$ cat config.mk
export PLATFORM = sky130hd
export DESIGN_NAME = cc_branch_unit_flat
export DESIGN_NICKNAME = d
export VERILOG_FILES = /design/src/rtl/cc_branch_unit_if.sv /design/src/rtl/cc_branch_unit.sv /design/src/flat_wrapper.sv
export SDC_FILE = /design/constraint.sdc
export NUM_CORES = 1
export LEC_CHECK = 0
export ABC_AREA = 0
export CORE_UTILIZATION = 30
export CTS_BUF_LIST = sky130_fd_sc_hd__clkbuf_8
export DETAILED_ROUTE_END_ITERATION = 10
export DONT_BUFFER_PORTS = 1
export SLEW_MARGIN = 20
export SYNTH_ARGS = -nofsm -noshare
export SYNTH_HDL_FRONTEND = slang
export SYNTH_SLANG_ARGS = --single-unit
$ cat constraint.sdc
create_clock -name clk -period 2.6 [get_ports clk]
set_input_delay 0.39 -clock clk [delete_from_list [all_inputs] [get_ports clk]]
set_output_delay 0.39 -clock clk [all_outputs]
set_load 0.01 [all_outputs]
$ cat src/rtl/cc_branch_unit_if.sv
`default_nettype none
// ============================================================================
// Module  : cc_branch_unit_if
// Brief   : Datapath/handshake bundle between the LC-3 control path and the
//           condition-code / branch resolution stage.
// Revision: 1.0  initial release
// ============================================================================
interface cc_branch_unit_if #(
    parameter int DATA_W = 16,
    parameter int CNT_W  = 16
);
    logic [DATA_W-1:0] BUS;
    logic [DATA_W-1:0] IR;
    logic [DATA_W-1:0] PC;
    logic              LD_CC;
    logic              LD_BEN;
    logic              br_start;
    logic              br_ack;
    logic              N;
    logic              Z;
    logic              P;
    logic              BEN;
    logic              br_busy;
    logic              pc_valid;
    logic [DATA_W-1:0] pc_next;
    logic              br_taken;
    logic [CNT_W-1:0]  taken_count;

    modport master (
        output BUS, IR, PC, LD_CC, LD_BEN, br_start, br_ack,
        input  N, Z, P, BEN, br_busy, pc_valid, pc_next, br_taken, taken_count
    );

    modport slave (
        input  BUS, IR, PC, LD_CC, LD_BEN, br_start, br_ack,
        output N, Z, P, BEN, br_busy, pc_valid, pc_next, br_taken, taken_count
    );
endinterface
`default_nettype wire

$ cat src/rtl/cc_branch_unit.sv
`default_nettype none
// ============================================================================
// Module  : cc_branch_unit
// Brief   : LC-3 N/Z/P and BEN registers plus a small BR resolver that
//           produces the next PC over a valid/ack handshake.
// Revision: 1.0  initial release
// ============================================================================
module cc_branch_unit #(
    parameter int         DATA_W    = 16,
    parameter int         OFFSET_W  = 9,
    parameter int         CNT_W     = 16,
    parameter logic [2:0] NZP_RESET = 3'b010
) (
    input  wire               clk,
    input  wire               rst_n,
    cc_branch_unit_if.slave   br_if
);

    typedef enum logic [1:0] {
        S_IDLE = 2'd0,
        S_CALC = 2'd1,
        S_HOLD = 2'd2
    } state_t;

    state_t                r_state;
    state_t                w_state_next;

    logic                  r_n;
    logic                  r_z;
    logic                  r_p;
    logic                  r_ben;

    logic [DATA_W-1:0]     r_pc_snap;
    logic [OFFSET_W-1:0]   r_off_snap;
    logic                  r_ben_snap;

    logic [DATA_W-1:0]     r_pc_next;
    logic                  r_br_taken;
    logic [CNT_W-1:0]      r_taken_count;

    logic                  w_bus_zero;
    logic                  w_ben_new;
    logic                  w_capture;
    logic [DATA_W-1:0]     w_offset_sext;
    logic [DATA_W-1:0]     w_target;
    logic                  w_unused_ir;

    assign w_bus_zero    = (br_if.BUS == '0);
    assign w_ben_new     = |(br_if.IR[11:9] & {r_n, r_z, r_p});
    assign w_capture     = (r_state == S_IDLE) && br_if.br_start;
    assign w_offset_sext = {{(DATA_W-OFFSET_W){r_off_snap[OFFSET_W-1]}}, r_off_snap};
    assign w_target      = r_pc_snap + w_offset_sext;
    assign w_unused_ir   = ^br_if.IR[DATA_W-1:12];

    // BEN samples the NZP held before this edge, so a same-cycle LD_CC is invisible to it.
    always_ff @(posedge clk or negedge rst_n) begin
        if (!rst_n) begin
            {r_n, r_z, r_p} <= NZP_RESET;
            r_ben           <= 1'b0;
        end else begin
            if (br_if.LD_CC) begin
                r_n <= br_if.BUS[DATA_W-1];
                r_z <= w_bus_zero;
                r_p <= !br_if.BUS[DATA_W-1] && !w_bus_zero;
            end
            if (br_if.LD_BEN) begin
                r_ben <= w_ben_new;
            end
        end
    end

    always_ff @(posedge clk or negedge rst_n) begin
        if (!rst_n) begin
            r_state <= S_IDLE;
        end else begin
            r_state <= w_state_next;
        end
    end

    always_comb begin
        w_state_next = r_state;
        case (r_state)
            S_IDLE:  if (br_if.br_start) w_state_next = S_CALC;
            S_CALC:  w_state_next = S_HOLD;
            S_HOLD:  if (br_if.br_ack) w_state_next = S_IDLE;
            default: w_state_next = S_IDLE;
        endcase
    end

    // Snapshot isolates the in-flight resolution from later PC/IR/BEN changes.
    always_ff @(posedge clk or negedge rst_n) begin
        if (!rst_n) begin
            r_pc_snap  <= '0;
            r_off_snap <= '0;
            r_ben_snap <= 1'b0;
        end else if (w_capture) begin
            r_pc_snap  <= br_if.PC;
            r_off_snap <= br_if.IR[OFFSET_W-1:0];
            r_ben_snap <= r_ben;
        end
    end

    always_ff @(posedge clk or negedge rst_n) begin
        if (!rst_n) begin
            r_pc_next     <= '0;
            r_br_taken    <= 1'b0;
            r_taken_count <= '0;
        end else if (r_state == S_CALC) begin
            r_pc_next  <= r_ben_snap ? w_target : r_pc_snap;
            r_br_taken <= r_ben_snap;
            if (r_ben_snap && (r_taken_count != {CNT_W{1'b1}})) begin
                r_taken_count <= r_taken_count + CNT_W'(1);
            end
        end
    end

    assign br_if.N           = r_n;
    assign br_if.Z           = r_z;
    assign br_if.P           = r_p;
    assign br_if.BEN         = r_ben;
    assign br_if.br_busy     = (r_state != S_IDLE);
    assign br_if.pc_valid    = (r_state == S_HOLD);
    assign br_if.pc_next     = r_pc_next;
    assign br_if.br_taken    = r_br_taken;
    assign br_if.taken_count = r_taken_count;

endmodule
`default_nettype wire

$ cat src/flat_wrapper.sv
// flat-port wrapper written by rule: the top's interface ports become plain ports
module cc_branch_unit_flat 
#(
    parameter int         DATA_W    = 16,
    parameter int         OFFSET_W  = 9,
    parameter int         CNT_W     = 16,
    parameter logic [2:0] NZP_RESET = 3'b010
)
  (clk, rst_n, br_if_BUS, br_if_IR, br_if_PC, br_if_LD_CC, br_if_LD_BEN, br_if_br_start, br_if_br_ack, br_if_N, br_if_Z, br_if_P, br_if_BEN, br_if_br_busy, br_if_pc_valid, br_if_pc_next, br_if_br_taken, br_if_taken_count);
  cc_branch_unit_if #(.DATA_W(DATA_W), .CNT_W(CNT_W)) br_if_i ();
  input  wire clk;
  input  wire rst_n;
  input wire logic [$bits(br_if_i.BUS)-1:0] br_if_BUS;
  input wire logic [$bits(br_if_i.IR)-1:0] br_if_IR;
  input wire logic [$bits(br_if_i.PC)-1:0] br_if_PC;
  input wire logic [$bits(br_if_i.LD_CC)-1:0] br_if_LD_CC;
  input wire logic [$bits(br_if_i.LD_BEN)-1:0] br_if_LD_BEN;
  input wire logic [$bits(br_if_i.br_start)-1:0] br_if_br_start;
  input wire logic [$bits(br_if_i.br_ack)-1:0] br_if_br_ack;
  output wire logic [$bits(br_if_i.N)-1:0] br_if_N;
  output wire logic [$bits(br_if_i.Z)-1:0] br_if_Z;
  output wire logic [$bits(br_if_i.P)-1:0] br_if_P;
  output wire logic [$bits(br_if_i.BEN)-1:0] br_if_BEN;
  output wire logic [$bits(br_if_i.br_busy)-1:0] br_if_br_busy;
  output wire logic [$bits(br_if_i.pc_valid)-1:0] br_if_pc_valid;
  output wire logic [$bits(br_if_i.pc_next)-1:0] br_if_pc_next;
  output wire logic [$bits(br_if_i.br_taken)-1:0] br_if_br_taken;
  output wire logic [$bits(br_if_i.taken_count)-1:0] br_if_taken_count;
  assign br_if_i.BUS = br_if_BUS;
  assign br_if_i.IR = br_if_IR;
  assign br_if_i.PC = br_if_PC;
  assign br_if_i.LD_CC = br_if_LD_CC;
  assign br_if_i.LD_BEN = br_if_LD_BEN;
  assign br_if_i.br_start = br_if_br_start;
  assign br_if_i.br_ack = br_if_br_ack;
  assign br_if_N = br_if_i.N;
  assign br_if_Z = br_if_i.Z;
  assign br_if_P = br_if_i.P;
  assign br_if_BEN = br_if_i.BEN;
  assign br_if_br_busy = br_if_i.br_busy;
  assign br_if_pc_valid = br_if_i.pc_valid;
  assign br_if_pc_next = br_if_i.pc_next;
  assign br_if_br_taken = br_if_i.br_taken;
  assign br_if_taken_count = br_if_i.taken_count;
  cc_branch_unit #(.DATA_W(DATA_W), .OFFSET_W(OFFSET_W), .CNT_W(CNT_W), .NZP_RESET(NZP_RESET)) u_core (.clk(clk), .rst_n(rst_n), .br_if(br_if_i));
endmodule
* After elaboration in Yosys (flattened, before gate mapping)
Index checks and enable logic that the tools add are counted.
Widths: inputs -> output; s select.
** Word-level totals
- Bits in registers :: 65
- Input port bits :: 54
- Output and inout bits :: 39
** Cells by class
- $add $sub $neg :: 2
- Equality and inequality tests :: 5
- Mux-type cells :: 4
- Bitwise operators :: 1
- Reduce and logical (&&, ||, !) cells :: 11
** Operators with widths (count)
- $add 16x1->16 const B :: 1
- $add 16x16->16 :: 1
- $logic_not 16->1 :: 1
- $mux 16 :: 1
- $ne 16x16->1 const B :: 1
- $pmux 2 s3 :: 1
- $mux 2 :: 2
- $ne 2x2->1 const B :: 2
- $reduce_and 2->1 :: 2
- $and 3x3->3 :: 1
- $logic_and 1x1->1 :: 3
- $reduce_or 3->1 :: 1
- $eq 2x1->1 const B :: 1
- $eq 2x2->1 const B :: 1
- $logic_not 1->1 :: 2
- $logic_not 2->1 :: 1
- $reduce_bool 2->1 :: 1

* Longest topological paths before layout
- Depth after elaboration :: 3
- Mapped depth :: 9

* Worst setup path before layout
No wires, ideal clock.
- Path type :: register -> register
- Start :: reg u_core.r_off_snap[0]
- End :: reg u_core.r_pc_next[14], in the netlist u_core.br_if.pc_next[14]
- Library setup time :: 0.128 ns
- Arrival time :: 2.101 ns
- Required time :: 2.472 ns
- Slack :: 0.371 ns
- Cell stages (with the launch flop) :: 10
- Clock period less this slack :: 2.229 ns
- Cells stage by stage :: dfrtp_1 > ha_1 > fa_1 > a21o_1 > a31oi_1 > o211ai_1 > a21oi_1 > o21ai_0 > xnor2_1 > a21oi_1
** On the way
- Cells in the longest elaborated chain, start to end :: 2
** Ends and longest elaborated chain
- from (decl) :: RTL line cc_branch_unit.sv:34 : logic [OFFSET_W-1:0] r_off_snap;
- from (signal assigned) :: RTL line cc_branch_unit.sv:98 : r_off_snap <= br_if.IR[OFFSET_W-1:0];
- $add 16x16->16 :: RTL line cc_branch_unit.sv:52 : assign w_target = r_pc_snap + w_offset_sext;
- $mux 16 :: RTL line cc_branch_unit.sv:109 : r_pc_next <= r_ben_snap ? w_target : r_pc_snap;
- to (signal assigned) :: RTL line cc_branch_unit.sv:109
- to (decl) :: RTL line cc_branch_unit.sv:37 : logic [DATA_W-1:0] r_pc_next;
No other way between the ends.
A chain may end at the register's enable or synchronous reset.

* Worst setup path after layout
- Start :: reg u_core.r_pc_snap[0]
- End :: reg u_core.r_pc_next[8], in the netlist u_core.br_if.pc_next[8]
** On the way
- Cells in the longest elaborated chain, start to end :: 2
** Ends and longest elaborated chain
- from (decl) :: RTL line cc_branch_unit.sv:33 : logic [DATA_W-1:0] r_pc_snap;
- from (signal assigned) :: RTL line cc_branch_unit.sv:97 : r_pc_snap <= br_if.PC;
- $add 16x16->16 :: RTL line cc_branch_unit.sv:52
- $mux 16 :: RTL line cc_branch_unit.sv:109
No other way between the ends.

==> metrics.txt <==
GR Util All Layers=13.6%; most used flip-flop cell after synthesis=sky130_fd_sc_hd__dfrtp_1; number of core rows=38; Static Leak=0.00166 µW; DRT Wirelength=7.27 mm; CTS Buf Count=9; type of the worst setup path=flip-flop to flip-flop; min Tclk post-route=2.32 ns; Filler Cells Inserted=1095; clock tree from TritonCTS=yes; Comb power frac=51.0%; max-capacitance violation count=0; net load switching power=2260 µW; Worst EP required=2.87 ns; top-area cell type share of the netlist area=47.5%; count of buffers from port buffering=0; initial core utilization=30.9%; total via count after detailed routing=2367; layout net count=395; wire length of the first global-routing pass=11.9 mm; signal arrival time at the worst endpoint=2.58 ns; standard cell core area=10900 µm²; cell chosen for the clock root=sky130_fd_sc_hd__clkbuf_8; routed wirelength normalized by instance count=15.4 µm; endpoint class of the critical path=flip-flop; hold crit path type=input pin to flip-flop; library cells used by synthesis=45; Clock Tree Buf Depth=2; First DRT Iteration DRCs=99; largest net degree at the start of global routing=66; biggest area consumer among synthesized cells=sky130_fd_sc_hd__dfrtp_1; headroom to the max-slew limit=51.3%; Internal Power=3200 µW; warning count from the yosys run=0; horizontal die dimension=108 µm; final worst path period share=89.1%; part of the total power dissipated in the clock network=15.8%; Overall Power=5460 µW; Final Max Slew Viols=0; share of layout cells above drive strength 1=18.0%; layout overhead on the synthesized area=12.7%; die boundary height=108 µm; element type at the critical path start=flip-flop; TNS Setup=0 ns; vias in the first global route=2375; maximum operating frequency=0.432 GHz; post-DP HPWL=5.35 mm; proportion of synthesized chip area in sequential cells=48.3%; switching share of power=41.4%; CTS sink cnt=65; vias per cell=5.03; final hold viol count=0; total setup violations reported at the end of the flow=0; setup slack, reg-to-reg=0.28 ns; result of the run=finished, final reports clean; full die area=11700 µm²; pin slew with the least headroom to its limit=0.729 ns; setup repair after global routing missed its margin=false; clock-pin transition on the worst setup and hold timing paths=0.07 ns; sequential share of power=33.2%; fraction of registers with async set or reset after synthesis=100%; DRC errors left=0; net count of the mapped netlist=385; maximum fanout encountered on the critical timing path=3; post-route ant nets=0; RD Place Congestion=0.846; antenna violations before repair=3; H-tree levels=3; maximum clock skew at final layout=0.00700 ns; register bit count reported by yosys=65; area of the mapped netlist=3370 µm²; drt first pass iters=4; fin util=34.9%; Avg Inst Size Synth=10.7 µm²; cell count after synthesis=314; grt total ovfl=0; number of top-level pins=93; pwr dens=1440 nW/µm²; clk_lat worst skew=0.34 ns; number of enable flip-flop cells after synthesis=0; worst vdd ir=0.000458 V; biggest area contributors in the synthesized netlist=sky130_fd_sc_hd__dfrtp_1, sky130_fd_sc_hd__mux2_2, sky130_fd_sc_hd__ha_1
## sequential cells by signal, summed over array words and instances (netlist names)
name,count
u_core.r_ben_snap,1
u_core.r_state,2
u_core.br_if.Z,1
u_core.br_if.P,1
u_core.br_if.taken_count,16
u_core.r_off_snap,9
u_core.br_if.pc_next,16
u_core.r_pc_snap,16
u_core.br_if.N,1
u_core.br_if.br_taken,1
u_core.br_if.BEN,1
## worst max-delay path, cell delays in order (launching register included)
cell	delay, ns
sky130_fd_sc_hd__dfrtp_1	0.40
sky130_fd_sc_hd__ha_1	0.23
sky130_fd_sc_hd__fa_1	0.41
sky130_fd_sc_hd__a21o_1	0.23
sky130_fd_sc_hd__a31oi_2	0.21
sky130_fd_sc_hd__buf_4	0.14
sky130_fd_sc_hd__o21bai_1	0.07
sky130_fd_sc_hd__a21oi_1	0.18
sky130_fd_sc_hd__xnor2_1	0.13
sky130_fd_sc_hd__mux2i_1	0.09
sky130_fd_sc_hd__o21ai_0	0.14
## layout by cell type, fill, tap and decap left out, drive strengths merged, types with 7 or more instances in the layout
cell type,netlist,routed
o21ai,21,21
inv,6,7
xor2,8,8
ha,16,16
dfrtp,64,64
nand2,37,37
mux2i,7,7
a21oi,22,22
nor2,17,17
clkbuf,4,11
nand3,7,7
xnor2,20,20
mux2,28,28
## final cells by class
cell class / instances / area [µm²] / area share, %
antenna: 3 / 7.51 / 0.198
clock buffer: 11 / 151 / 3.99
clock inverter: 4 / 43.8 / 1.15
inverter: 7 / 26.3 / 0.692
multi-input combinational: 234 / 1690 / 44.5
sequential: 65 / 1630 / 42.9
tap: 140 / 175 / 4.61
timing repair buffer: 7 / 75.1 / 1.98
## metrics by stage
| step | worst slack [ns] | cells | hold slack (ns) | area, µm² |
|---|---|---|---|---|
| 2_1_floorplan | 0.371 | 314 | 0.0944 | 3370 |
| 3_3_place_gp | 0.215 | 451 | 0.0967 | 3550 |
| 3_5_place_dp | 0.209 | 451 | 0.0965 | 3550 |
| 4_1_cts | 0.183 | 468 | 0.110 | 3780 |
| 5_1_grt | 0.0302 | 469 | 0.107 | 3790 |
| 6_report | 0.284 | 471 | 0.125 | 3800 |
## cells by family after synthesis
kind of cell / count (synthesis) / synth area share, %
AOI/OAI and AO/OA: 70 / 12.9
xor gates and xnor gates: 28 / 7.28
adders and majority gates: 17 / 6.54
buffers and inverters: 15 / 1.86
DFF: 65 / 48.3
muxes: 35 / 11.4
and+or+nand+nor: 84 / 11.7
## per-layer routing
layer	GRT usage, %	routed length, µm	vias up
li1	-	-	1146
met1	17.0	3260	1121
met2	20.2	3220	84
met3	5.42	638	14
met4	6.56	143	2
met5	0	8	-
## power groups by stage
stage,logic (µW),clock network [µW],registers (µW)
global placement,2680,0,1830
finish,2790,861,1820
global route,3160,936,1880
detailed placement,2720,0,1850
CTS,2770,889,1830
floorplan,2260,0,1730
## path summary, 6_finish.rpt
check | start | endpoint | depth (start not counted)
worst max register to register | u_core.r_pc_snap[0] | u_core.br_if.pc_next[8] | 10
min in group asynchronous | rst_n | u_core.br_if.P | 2
worst min-delay path | br_if_LD_BEN | u_core.br_if.BEN | 1
max in group asynchronous | rst_n | u_core.br_if.Z | 2
worst min register to register | u_core.r_off_snap[3] | u_core.r_off_snap[3] | 1
worst max-delay path | u_core.r_pc_snap[0] | u_core.br_if.pc_next[8] | 10
## synthesized netlist by cell type, types with 2 or more instances
| cell | number |
|---|---|
| sky130_fd_sc_hd__mux2_2 | 28 |
| sky130_fd_sc_hd__nand2b_1 | 3 |
| sky130_fd_sc_hd__mux2i_1 | 7 |
| sky130_fd_sc_hd__o21ai_0 | 20 |
| sky130_fd_sc_hd__buf_2 | 2 |
| sky130_fd_sc_hd__a21oi_1 | 22 |
| sky130_fd_sc_hd__nand3_1 | 7 |
| sky130_fd_sc_hd__nor2_1 | 15 |
| sky130_fd_sc_hd__and4_1 | 3 |
| sky130_fd_sc_hd__inv_1 | 6 |
| sky130_fd_sc_hd__or3_1 | 2 |
| sky130_fd_sc_hd__or2_2 | 2 |
| sky130_fd_sc_hd__and3_1 | 2 |
| sky130_fd_sc_hd__nor2_2 | 2 |
| sky130_fd_sc_hd__o211ai_1 | 4 |
| sky130_fd_sc_hd__a21o_1 | 6 |
| sky130_fd_sc_hd__dfrtp_1 | 64 |
| sky130_fd_sc_hd__xnor2_1 | 20 |
| sky130_fd_sc_hd__xor2_1 | 8 |
| sky130_fd_sc_hd__o21a_1 | 2 |
| sky130_fd_sc_hd__nand2_1 | 37 |
| sky130_fd_sc_hd__a31oi_1 | 2 |
| sky130_fd_sc_hd__ha_1 | 16 |
| sky130_fd_sc_hd__nor4_1 | 4 |
| sky130_fd_sc_hd__clkbuf_1 | 4 |
| sky130_fd_sc_hd__nand4_1 | 5 |
| sky130_fd_sc_hd__a211oi_1 | 3 |
## repair_timing
action / in CTS / in global routing
setup buffers: 0 / 0
gates resized for setup: 0 / 2
setup endpoints to repair: 0 / 1
endpoints found under the hold margin: 65 / 0
hold buffers: 2 / 0
(Power assumes the default switching activity.)
